[config.mk]
export PLATFORM = sky130hd
export DESIGN_NAME = chu_debounce_btn
export DESIGN_NICKNAME = d
export VERILOG_FILES = /design/src/rtl/chu_debounce_btn.sv
export SDC_FILE = /design/constraint.sdc
export NUM_CORES = 1
export LEC_CHECK = 0
export BUFFER_PORTS_ARGS = -buffer_cell sky130_fd_sc_hd__buf_4
export CAP_MARGIN = 20
export CORE_MARGIN = 4
export CORE_UTILIZATION = 54
export DETAILED_ROUTE_END_ITERATION = 12
export MAX_ROUTING_LAYER = met4
export PLACE_DENSITY_LB_ADDON = 0.12
export SYNTH_ARGS = -nofsm -noshare
export SYNTH_HDL_FRONTEND = slang
export SYNTH_SLANG_ARGS = --single-unit
[constraint.sdc]
create_clock -name clk -period 2.91 [get_ports clk]
set_input_delay 0.4365 -clock clk [delete_from_list [all_inputs] [get_ports clk]]
set_output_delay 0.4365 -clock clk [all_outputs]
set_load 0.01 [all_outputs]
[src/rtl/chu_debounce_btn.sv]
// Debounced push-button slot: synchronizes W raw inputs, filters each through a
// tick-paced debounce FSM and exposes level, sticky rising-edge and raw views on the bus.
module chu_debounce_btn #(
   parameter logic isSimulation = 1'b0,
   parameter int   W            = 4,
   parameter int   DB_MS        = 20
) (
   input  logic          clk,
   input  logic          reset,
   input  logic          cs,
   input  logic          read,
   input  logic          write,
   input  logic [4:0]    addr,
   input  logic [31:0]   wr_data,
   output logic [31:0]   rd_data,
   input  logic [W-1:0]  din
);
   localparam int TICK_PERIOD = isSimulation ? 10 : 100_000;
   localparam int TW          = $clog2(TICK_PERIOD);
   localparam int CW          = ($clog2(DB_MS + 1) > 0) ? $clog2(DB_MS + 1) : 1;

   typedef enum logic [1:0] {S0, W1, S1, W0} state_e;

   logic [TW-1:0] tick_cnt_q;
   logic          tick;
   logic [W-1:0]  sync1_q;
   logic [W-1:0]  sync2_q;
   logic [W-1:0]  level;
   logic [W-1:0]  edge_bits;
   logic [W-1:0]  clr;
   logic          unused_inputs;

   assign unused_inputs = ^{read, addr[4:2], wr_data};

   assign tick = (tick_cnt_q == TW'(TICK_PERIOD - 1));

   always_ff @(posedge clk or negedge reset) begin
      if (!reset) begin
         tick_cnt_q <= '0;
      end else if (tick) begin
         tick_cnt_q <= '0;
      end else begin
         tick_cnt_q <= tick_cnt_q + TW'(1);
      end
   end

   always_ff @(posedge clk or negedge reset) begin
      if (!reset) begin
         sync1_q <= '0;
         sync2_q <= '0;
      end else begin
         sync1_q <= din;
         sync2_q <= sync1_q;
      end
   end

   assign clr = (cs && write && (addr[1:0] == 2'd1)) ? wr_data[W-1:0] : '0;

   for (genvar gi = 0; gi < W; gi++) begin : g_bit
      state_e        state_q;
      logic [CW-1:0] cnt_q;
      logic          level_q;
      logic          edge_q;

      // A level change needs DB_MS+1 ticks of uninterrupted disagreement, so any
      // pulse shorter than DB_MS full tick periods can never get through.
      always_ff @(posedge clk or negedge reset) begin
         if (!reset) begin
            state_q <= S0;
            cnt_q   <= '0;
            level_q <= 1'b0;
            edge_q  <= 1'b0;
         end else begin
            edge_q <= edge_q & ~clr[gi];
            case (state_q)
               S0: begin
                  if (sync2_q[gi]) state_q <= W1;
               end
               W1: begin
                  if (!sync2_q[gi]) begin
                     state_q <= S0;
                     cnt_q   <= '0;
                  end else if (tick) begin
                     if (cnt_q == CW'(DB_MS)) begin
                        state_q <= S1;
                        cnt_q   <= '0;
                        level_q <= 1'b1;
                        edge_q  <= 1'b1;
                     end else begin
                        cnt_q <= cnt_q + CW'(1);
                     end
                  end
               end
               S1: begin
                  if (!sync2_q[gi]) state_q <= W0;
               end
               W0: begin
                  if (sync2_q[gi]) begin
                     state_q <= S1;
                     cnt_q   <= '0;
                  end else if (tick) begin
                     if (cnt_q == CW'(DB_MS)) begin
                        state_q <= S0;
                        cnt_q   <= '0;
                        level_q <= 1'b0;
                     end else begin
                        cnt_q <= cnt_q + CW'(1);
                     end
                  end
               end
               default: begin
                  state_q <= S0;
                  cnt_q   <= '0;
               end
            endcase
         end
      end

      assign level[gi]     = level_q;
      assign edge_bits[gi] = edge_q;
   end

   always_comb begin
      rd_data = '0;
      case (addr[1:0])
         2'd0:    rd_data[W-1:0] = level;
         2'd1:    rd_data[W-1:0] = edge_bits;
         2'd2:    rd_data[W-1:0] = sync2_q;
         default: rd_data = '0;
      endcase
   end

endmodule

======== Word-level counts from Yosys, hierarchy flattened ========
Index checks and enable logic that the tools add are counted.
cells by class
  $add $sub $neg .......................... 5
  reduce and logical (&&, ||, !) cells .... 19
  mux-type cells .......................... 103
  bitwise gates (word level) .............. 8
  equality and inequality tests ........... 67
operators with widths
  operator                                              number
  two-way mux 5 bit                                     16
  two-way mux 2 bit                                     32
  != test 2 bit (second input constant)                 32
  != test 3 bit (second input constant)                 16
  two-way mux 1 bit                                     40
  one-hot mux 5 bit (2 select lines)                    4
  one-hot mux 2 bit (4 select lines)                    4
  AND reduction 7 bit                                   4
  AND reduction 6 bit                                   4
  adder 5 x 1 -> 5 bit (second input constant)          4
  equality test 5 bit (second input constant)           4
  equality test 2 bit (second input constant)           9
  adder 17 x 1 -> 17 bit (second input constant)        1
  equality test 17 bit (second input constant)          1
  two-way mux 17 bit                                    1
  one-hot mux 4 bit (3 select lines)                    1
  equality test 2 x 1 -> 1 bit (second input constant)  5
  zero test 2 bit                                       5
  one-hot mux 1 bit (2 select lines)                    4
  nonzero test 2 bit                                    4
  AND 1 bit                                             4
  two-way mux 4 bit                                     1
  inverter 1 bit                                        4
  logical AND 1 bit                                     2
word-level totals
  flip-flop bits (word level) ............. 61
  input bits .............................. 46
  output and inout port bits .............. 32

======== Logic depth before layout (Yosys ltp) ========
  depth in word-level cells ............... 9
  mapped depth ............................ 8
  gate-level depth less buffers ........... 7

======== Worst setup path after synthesis ========
OpenSTA, ideal clock, no wires.
  path type ............................... register to register
  start point ............................. reg tick_cnt_q[5]
  end point ............................... reg g_bit[1].cnt_q[4]
  path slack .............................. 0.873 ns
  stages on the path, launching flop included .. 7
  data arrival time ....................... 1.945 ns
  setup time .............................. 0.092 ns
  required time ........................... 2.818 ns
  cells stage by stage .................... dfrtp_1 or4_4 nor3_2 buf_4 nand2_4 or3_4 o31ai_2
on the way
  cells in the longest elaborated chain, start to end .. 4
  elaborated cells between the ends (all ways) .. 5
  classes of those cells .................. 1 x eq/ne; 4 x mux
RTL lines
  what                                  RTL line  source
  from (decl)                           24        logic [TW-1:0] tick_cnt_q;
  from (signal assigned)                43        tick_cnt_q <= tick_cnt_q + TW'(1);
  equality test 17 bit *                35        assign tick = (tick_cnt_q == TW'(TICK_PERIOD - 1));
  two-way mux 5 bit *                   -
  two-way mux 5 bit (on tied branches)  -
  one-hot mux 5 bit (2 select lines) *  -
  to (signal assigned)                  90        cnt_q <= cnt_q + CW'(1);
  to (signal assigned)                  107       cnt_q <= cnt_q + CW'(1);
  to (decl)                             61        logic [CW-1:0] cnt_q;
Every way passes the cells marked *; elsewhere a longest branch is shown, timed or not.
A chain may end at the register's enable or synchronous reset.

======== Worst setup path in the final report ========
  start point ............................. reg tick_cnt_q[5]
  end point ............................... reg g_bit[1].cnt_q[0]
Same word-level chain as after synthesis.

==> results.yml <==
critical_path:
  cp_max_fo: 10
  critPathKind: "reg -> reg"
  crit_arrival_ns: 2.62
  end_kind: "flip-flop"
  start_kind: "flip-flop"
  required_ns: 3.13
  r2r_setup_slack_ns: 0.51
sta:
  tightest_slew_ns: 0.754
  setup_tns_ns: 0
  relSlewSlack_pct: 49.8
  fmax_mhz: 416
  hold_viol_final: 0
  maxSlewViolCount: 0
  rsz0062_at_grt: "no"
  fin_skew_ns: 0.00604
  setup_violations: 0
  setup_ws_ns: 0.507
  min_period_ns: 2.40
  fin_crit_sh_pct: 82.6
finish:
  antenna_cells: 0
  layout-drive-gt1-share_pct: 14.0
  area_growth_pct: 10.6
  fin_nets: 414
  fill_cells: 524
placement:
  hpwl_um: 4450
  io_buffers: 17
  gp_congestion: 0.790
  place_ws_ns: 0.509
synth:
  synthTopCellsByArea: "dfrtp_1 47%, buf_4 6.6%, ha_1 3.4%, xnor2_1 3.2%, xor2_1 2.7%"
  synth_edf_count: 0
  netlist_top_cells_count: "61 x dfrtp_1, 29 x buf_4, 23 x nand2_1"
  synthAdderAreaFrac_pct: 3.43
  synth_xor_area_share_pct: 5.87
  ys_seq_area_share_pct: 46.5
  synth.mux.area_fraction_pct: 1.56
  synth_ff_type: "dfrtp_1"
  synth_top_family_by_area: "simple AND/OR/NAND/NOR gates"
  yosysTopAreaCellShare_pct: 46.5
  yosysTopAreaCell: "dfrtp_1"
  synth.most_common_cell: "dfrtp_1"
  synthCells: 332
  synth_area_um2: 3280
  ys_types: 47
  yosys.area_share.simple_pct: 19.9
  yosys_warnings: 0
  synth_compound_area_share_pct: 12.9
  synthArstFlopShare_pct: 100
  syn_avg_cell_area_um2: 9.89
  ys_ff_latch: 61
cts:
  cts_buffer_depth: 2
  cts_root_buf: "clkbuf_8"
  clkTransAtPathRegs_ns: 0.07
  insertion_delay_ns: 0.33
  clock-sinks: 61
  cts_tree: "done"
  numCtsBuffers: 9
  postCtsSetupRepairBufs: 0
  cts_resized: 0
  h-tree-depth: 3
  hold_buffers: 0
floorplanning:
  fp-row-count: 28
  start_util_pct: 55.4
  die_w_um: 86.0
  die-area_um2: 7390
  ios: 78
  die-height_um: 86.0
  core_um2: 5920
drt:
  via_count: 2420
  dr.pass1.iters: 6
  viasPerCell: 5.51
  ant_nets: 0
  first_iter_violations: 71
  wl_per_cell_um: 14.4
  routed_wl_um: 6320
  drc: 0
global_routing:
  globalRouteOverflowTotal: 0
  grt_first_pass_wirelength_um: 10800
  grt_start_max_net_pins: 62
  track_usage_pct: 19.0
  grt_antenna_before_repair: 0
  grt_pass1_vias: 2358
power_and_ir_drop:
  p_per_area_nw_per_um2: 487
  cellLeakagePower_nw: 1.76
  ir_drop_mv: 0.272
run:
  maxCapViolCount: 0
min_path:
  min_path_type: "in -> async"
outcome:
  status: "finished clean"
-- worst max-delay path, cell delays in order (launching register included) --
cell and delay (ns):
dfrtp_1 0.43, or4_4 0.57, nor3_2 0.22, buf_4 0.21
nand2_4 0.12, or3_4 0.46, o31ai_1 0.29
-- area by class of cell --
cell class / instances / area (um^2) / share of cell area [%]
Multi-Input combinational cell: 243 / 1540 / 42.4
Sequential cell: 61 / 1530 / 42.1
Timing Repair Buffer: 22 / 178 / 4.89
Clock buffer: 12 / 165 / 4.55
Tap cell: 75 / 93.8 / 2.59
Inverter: 22 / 82.6 / 2.28
Clock inverter: 4 / 45.0 / 1.24
-- flip-flops by register name, indices dropped and copies added (netlist names), named ones only --
| name | flops |
|---|---|
| g_bit.cnt_q | 20 |
| g_bit.edge_q | 4 |
| g_bit.level_q | 4 |
| g_bit.state_q | 4 |
| sync1_q | 4 |
| sync2_q | 4 |
| tick_cnt_q | 17 |
-- cell usage in the layout (no fill, tap or decap), drive strengths merged, types with 5 or more instances in the layout --
master   Yosys  layout
a21o         6       6
a31oi       10      10
and2         5       5
buf         31      22
clkbuf       2      12
conb         1      28
dfrtp       61      61
ha           9       9
inv         22      22
nand2       24      24
nand2b       5       5
nand3       14      14
nand4       11      11
nor2        18      18
nor4         5       5
o21ai       29      29
o2bb2ai      5       5
o31ai        6       6
or2          5       5
xnor2       12      12
xor2        10      10
-- where the power goes --
group / internal [W] / switching, W
Clock: 0.000461 / 0.000325
Sequential: 0.000866 / 0.0000148
Combinational: 0.0000338 / 0.0000654
Total: 0.00136 / 0.000405
-- final timing paths --
check,start,end,cells after the start
setup / recovery,tick_cnt_q[5]$_DFF_PN0_,g_bit[1].cnt_q[0]$_DFFE_PN0N_,6
hold / removal,reset,g_bit[2].cnt_q[0]$_DFFE_PN0N_,1
setup reg to reg,tick_cnt_q[5]$_DFF_PN0_,g_bit[1].cnt_q[0]$_DFFE_PN0N_,6
hold reg to reg,sync1_q[2]$_DFF_PN0_,sync2_q[2]$_DFF_PN0_,0
max in group asynchronous,reset,g_bit[0].cnt_q[1]$_DFFE_PN0N_,1
min in group clk,din[3],sync1_q[3]$_DFF_PN0_,1
-- stage by stage --
step | total power (W) | cell area [um^2] | util, % | hold slack, ns | cells
floorplan | 0.000975 | 3380 | - | 0.141 | 359
global placement | 0.000995 | 3420 | 57.8 | 0.333 | 423
detailed placement | 0.000997 | 3420 | 57.8 | 0.336 | 423
CTS | 0.00179 | 3630 | 61.3 | 0.193 | 439
global route | 0.00184 | 3630 | 61.3 | 0.190 | 439
finish | 0.00177 | 3630 | 61.3 | 0.178 | 439
-- routing by layer --
metal	track usage, %	share of wire (%)	vias up
met5	-	0	-
met4	9.64	1.9	0
met1	23.8	46	1198
met3	3.55	3.2	10
li1	-	-	1169
met2	29.4	49	43
-- logic make-up (layout without fill, tap and decap cells) --
logic type	count (synthesis)	in the layout
other cells	1	28
xor+xnor	22	22
compound gates	66	66
flops	61	61
mux	5	5
buf+inv	55	60
simple gates	113	113
fa+ha+maj	9	9
Power figures use the tool's default switching activity.
